[config.mk]
export PLATFORM = sky130hd
export DESIGN_NAME = pipe_stage_reg
export DESIGN_NICKNAME = d
export VERILOG_FILES = /design/src/rtl/pipe_stage_reg.sv
export SDC_FILE = /design/constraint.sdc
export NUM_CORES = 1
export LEC_CHECK = 0
export CAP_MARGIN = 20
export CORE_ASPECT_RATIO = 1.4
export CORE_MARGIN = 3
export CORE_UTILIZATION = 54
export CTS_BUF_LIST = sky130_fd_sc_hd__clkbuf_16
export DETAILED_ROUTE_END_ITERATION = 7
export GPL_TIMING_DRIVEN = 0
export PLACE_DENSITY = 0.87
export SLEW_MARGIN = 20
export SYNTH_ARGS = -nofsm -noshare
export SYNTH_HDL_FRONTEND = slang
export SYNTH_SLANG_ARGS = --single-unit
[constraint.sdc]
create_clock -name clk_i -period 8.8 [get_ports clk_i]
set_input_delay 2.2 -clock clk_i [delete_from_list [all_inputs] [get_ports clk_i]]
set_output_delay 2.2 -clock clk_i [all_outputs]
set_load 0.02 [all_outputs]
[src/rtl/pipe_stage_reg.sv]
// Elastic pipeline register for CPU inter-stage boundaries.
// An OUT entry drives the outputs and a SKID entry absorbs the one bundle that
// arrives while downstream stalls. Because ready_o is decoded only from the
// registered occupancy, a stall advances one stage per cycle and never forms a
// combinational ready chain.
module pipe_stage_reg #(
    parameter int                 DATA_W      = 64,
    parameter int                 CTRL_W      = 2,
    parameter logic [CTRL_W-1:0]  BUBBLE_CTRL = '0
) (
    input  logic              clk_i,
    input  logic              rst_i,
    input  logic              valid_i,
    output logic              ready_o,
    input  logic [DATA_W-1:0] data_i,
    input  logic [CTRL_W-1:0] ctrl_i,
    input  logic              flush_i,
    output logic              valid_o,
    input  logic              ready_i,
    output logic [DATA_W-1:0] data_o,
    output logic [CTRL_W-1:0] ctrl_o
);

    // Occupancy: EMPTY = no entries, ONE = OUT full, TWO = OUT and SKID full.
    typedef enum logic [1:0] {
        ST_EMPTY = 2'd0,
        ST_ONE   = 2'd1,
        ST_TWO   = 2'd2
    } state_e;

    state_e              state_q, state_d;
    logic [DATA_W-1:0]   out_data_q, out_data_d;
    logic [CTRL_W-1:0]   out_ctrl_q, out_ctrl_d;
    logic [DATA_W-1:0]   skid_data_q, skid_data_d;
    logic [CTRL_W-1:0]   skid_ctrl_q, skid_ctrl_d;

    logic                in_xfer;
    logic                out_xfer;

    // Handshake outputs are pure decodes of the registered state.
    assign valid_o  = (state_q != ST_EMPTY);
    assign ready_o  = (state_q != ST_TWO);
    assign data_o   = out_data_q;
    // A bubble must never carry live control bits such as a register write.
    assign ctrl_o   = valid_o ? out_ctrl_q : BUBBLE_CTRL;

    assign in_xfer  = valid_i & ready_o;
    assign out_xfer = valid_o & ready_i;

    // Next-state and entry-load logic; flush overrides every transfer.
    always_comb begin
        // NOTE: every output of this block gets a default first, so no path
        // through the case can leave a signal unassigned and infer a latch.
        state_d     = state_q;
        out_data_d  = out_data_q;
        out_ctrl_d  = out_ctrl_q;
        skid_data_d = skid_data_q;
        skid_ctrl_d = skid_ctrl_q;

        if (flush_i) begin
            state_d = ST_EMPTY;
        end else begin
            case (state_q)
                ST_EMPTY: begin
                    if (in_xfer) begin
                        state_d    = ST_ONE;
                        out_data_d = data_i;
                        out_ctrl_d = ctrl_i;
                    end
                end
                ST_ONE: begin
                    if (in_xfer && out_xfer) begin
                        out_data_d = data_i;
                        out_ctrl_d = ctrl_i;
                    end else if (in_xfer) begin
                        state_d     = ST_TWO;
                        skid_data_d = data_i;
                        skid_ctrl_d = ctrl_i;
                    end else if (out_xfer) begin
                        state_d = ST_EMPTY;
                    end
                end
                ST_TWO: begin
                    // ready_o is low here, so only the drain path exists.
                    if (out_xfer) begin
                        state_d    = ST_ONE;
                        out_data_d = skid_data_q;
                        out_ctrl_d = skid_ctrl_q;
                    end
                end
                default: begin
                    state_d = ST_EMPTY;
                end
            endcase
        end
    end

    // State and entry registers with asynchronous reset.
    always_ff @(posedge clk_i or posedge rst_i) begin
        // NOTE: the data entries are reset too, so data_o reads zero after reset
        // and no stale bundle from before a mid-stream reset can survive.
        if (rst_i) begin
            state_q     <= ST_EMPTY;
            out_data_q  <= '0;
            out_ctrl_q  <= '0;
            skid_data_q <= '0;
            skid_ctrl_q <= '0;
        end else begin
            // NOTE: non-blocking assignments let every flop sample the values
            // from before this edge, independent of statement order.
            state_q     <= state_d;
            out_data_q  <= out_data_d;
            out_ctrl_q  <= out_ctrl_d;
            skid_data_q <= skid_data_d;
            skid_ctrl_q <= skid_ctrl_d;
        end
    end

endmodule

==> impl_metrics.csv <==
group,metric,value,unit
route,drt_pass1_iterations,3,
setup_path,slowest_delay,610,ps
setup_path,crit_family,"buffers and inverters",
clock_network,clock-sinks,134,
yosys,ys_types,24,
route,ant_nets,0,
route,viasPerCell,5.259,
floorplan,fp.dieH,132.3,µm
power_and_ir_drop,worst_ir_drop_vdd,0.1517,mV
grt,grt_overflow,0,
status,status,"completed",
final_layout,multi_input_area,0.002575,mm²
sta,max_freq,235.5,MHz
clock_network,htreeDepth,4,
floorplan,io_pins,139,
yosys,synth_edf_count,0,
grt,grt_max_degree,90,
route,finalWirelength,12390,µm
final_layout,finalNetCount,601,
grt,first_global_vias,4095,
final_layout,drive_gt1_share,46.86,%
yosys,ys.flop_type,"dfrtp_1",
grt,grt_pass1_wl,20270,µm
grt,gr-usage-all-layers,20.68,%
setup_path,cp_cell_sequence,"nor2b_2 > buf_6 > inv_6 > buf_12 > clkdlybuf4s50_1",
clock_network,cts_resized,0,
floorplan,core_area,0.01098,mm²
setup_path,start_kind,"flop",
power_and_ir_drop,p_total,2.043,mW
floorplan,fp.dieArea,0.01273,mm²
sta,setup_viol,0,
clock_network,clk_latency,400,ps
setup_path,path_class,"reg2out",
floorplan,fp-row-count,45,
route,detail_route.wl_per_cell,18.14,µm
setup_path,cp_num_buf_inv,4,
floorplan,die_x,96.23,µm
yosys,synth-seq-area-share,54.48,%
yosys,mappedNetlistArea,0.006155,mm²
sta,hold_violations,0,
yosys,ys_seq_elements,134,
final_layout,antenna_cells,0,
sta,period_needed,4247,ps
place,placed_cell_area,0.007747,mm²
yosys,synth_nets,443,
place,portBuffers,138,
power_and_ir_drop,powerDensity,245.1,mW/mm²
setup_path,endpoint_kind,"primary output",
clock_network,cts_tree,"yes",
route,first_iter_violations,78,
place,dpl.hpwl,8833,µm
yosys,synth-async-reset-ratio,100.0,%
clock_network,cts_hold_buf,0,
grt,antenna_found_initial,0,
sta,rsz0062_at_grt,"no",
setup_path,critical_path_peak_fanout,10,
setup_path,crit_arrival,2050,ps
final_layout,seq_area,0.003353,mm²
sta,tns,0,ps
route,drc,0,
final_layout,fin_area,0.008334,mm²
sta,skew,8.284,ps
clock_network,clkTransAtPathRegs,60,ps
sta,slew_viol_final,0,
setup_path,critPathRequiredTime,6600,ps
clock_network,cts_setup_buffers,0,
route,vias,3592,
yosys,synth_cells,372,
power_and_ir_drop,leakagePower,3.700,nW
yosys,yosys_warnings,0,
run,cap_viol_max_count,0,
final_layout,area_delta_synth_final,35.41,%
clock_network,numCtsBuffers,17,
worst_hold_path,min_path_type,"reg2reg",
yosys,syn-mean-instance-area,16.54,µm²
sta,post-route-period-util,48.26,%
final_layout,nFillCells,695,
clock_network,clock_path_buffers,2,
sta,worst_pin_slew,439.9,ps
setup_path,slowest_stage,"clkdlybuf4s50_1",
floorplan,start_util,56.06,%
sta,slew_headroom,70.67,%
place,place.gp.congestion,0.7309,
clock_network,ctsRootBufferMaster,"clkbuf_16",
setup_path,r2r_slack,7030,ps
-- registers in the layout (all words and copies together), names as in the netlist --
register / cells
data_o: 64
skid_data_q: 64
out_ctrl_q: 2
skid_ctrl_q: 2
state_q: 2
-- worst register-to-register path, stage by stage, from the launching register on --
cell	delay (ps)
dfrtp_1	420
and2b_1	220
nand3_1	120
buf_2	280
buf_4	250
mux2_2	360
-- kinds of logic (layout without fill, tap and decap cells) --
family | Yosys count | count (layout) | share of synthesized area, %
simple gates | 12 | 12 | 1.240
flops | 134 | 134 | 54.48
mux | 199 | 199 | 39.93
buf+inv | 23 | 193 | 3.680
compound gates | 4 | 4 | 0.6709
-- routing by layer --
metal	up-vias	global-route usage (%)	wire, µm
li1	1650	-	-
met1	1824	23.09	4706
met2	95	35.88	6645
met3	23	6.511	799
met4	0	7.911	240
met5	-	0	0
-- synthesized netlist by cell type (all sizes together), types with 2 or more instances --
library cell / count / area share (%)
dfrtp: 134 / 54
and2: 2 / 0.20
inv: 2 / 0.20
buf: 21 / 3.5
nor2: 2 / 0.12
a21oi: 2 / 0.16
mux2: 198 / 40
-- power by group --
group | total, mW | internal [mW] | switching, mW
logic | 0.496 | 0.299 | 0.197
clock network | 0.699 | 0.441 | 0.258
registers | 0.847 | 0.767 | 0.0797
total | 2.04 | 1.51 | 0.534
-- cell usage in the layout (no fill, tap or decap), types with 2 or more instances in the layout --
master	count
buf_4	8
mux2_2	138
and2_1	2
clkbuf_16	17
nor2_1	2
buf_12	3
buf_6	7
a21oi_1	2
clkinv_4	2
clkinv_2	3
inv_6	2
buf_2	3
dfrtp_1	134
clkinvlp_4	3
bufinv_16	3
clkdlybuf4s50_1	138
mux2_1	2
mux2_4	58
-- path summary, 6_finish.rpt --
kind / start / end / cells past startpoint
max: state_q[1]$_DFFE_PP0P_ / ready_o / 5
min in group asynchronous: rst_i / data_o[27]$_DFFE_PP0P_ / 2
min reg2reg: data_o[28]$_DFFE_PP0P_ / data_o[28]$_DFFE_PP0P_ / 1
max in group asynchronous: rst_i / data_o[52]$_DFFE_PP0P_ / 3
max reg2reg: state_q[1]$_DFFE_PP0P_ / skid_data_q[33]$_DFFE_PP0P_ / 5
min: data_o[28]$_DFFE_PP0P_ / data_o[28]$_DFFE_PP0P_ / 1
-- through the flow --
step | utilization [%] | setup WS (ps) | instances | hold WS [ps]
global route | 75.91 | 4463 | 683 | 515.4
global placement | 70.25 | 1335 | 651 | 469.6
CTS | 75.91 | 4522 | 683 | 496.9
detailed placement | 70.56 | 4695 | 652 | 482.0
floorplan | - | 3017 | 372 | 472.0
finish | 75.91 | 4553 | 683 | 492.8
-- area by class of cell --
cell class | count | share of cell area (%)
clock inverter | 14 | 1.937
multi-input combinational | 215 | 30.90
clock buffer | 17 | 5.104
buffer | 21 | 2.567
sequential | 134 | 40.23
timing repair buffer | 139 | 16.90
inverter | 2 | 0.2402
tap | 141 | 2.117
No activity file was read; power rests on OpenSTA's default activity.
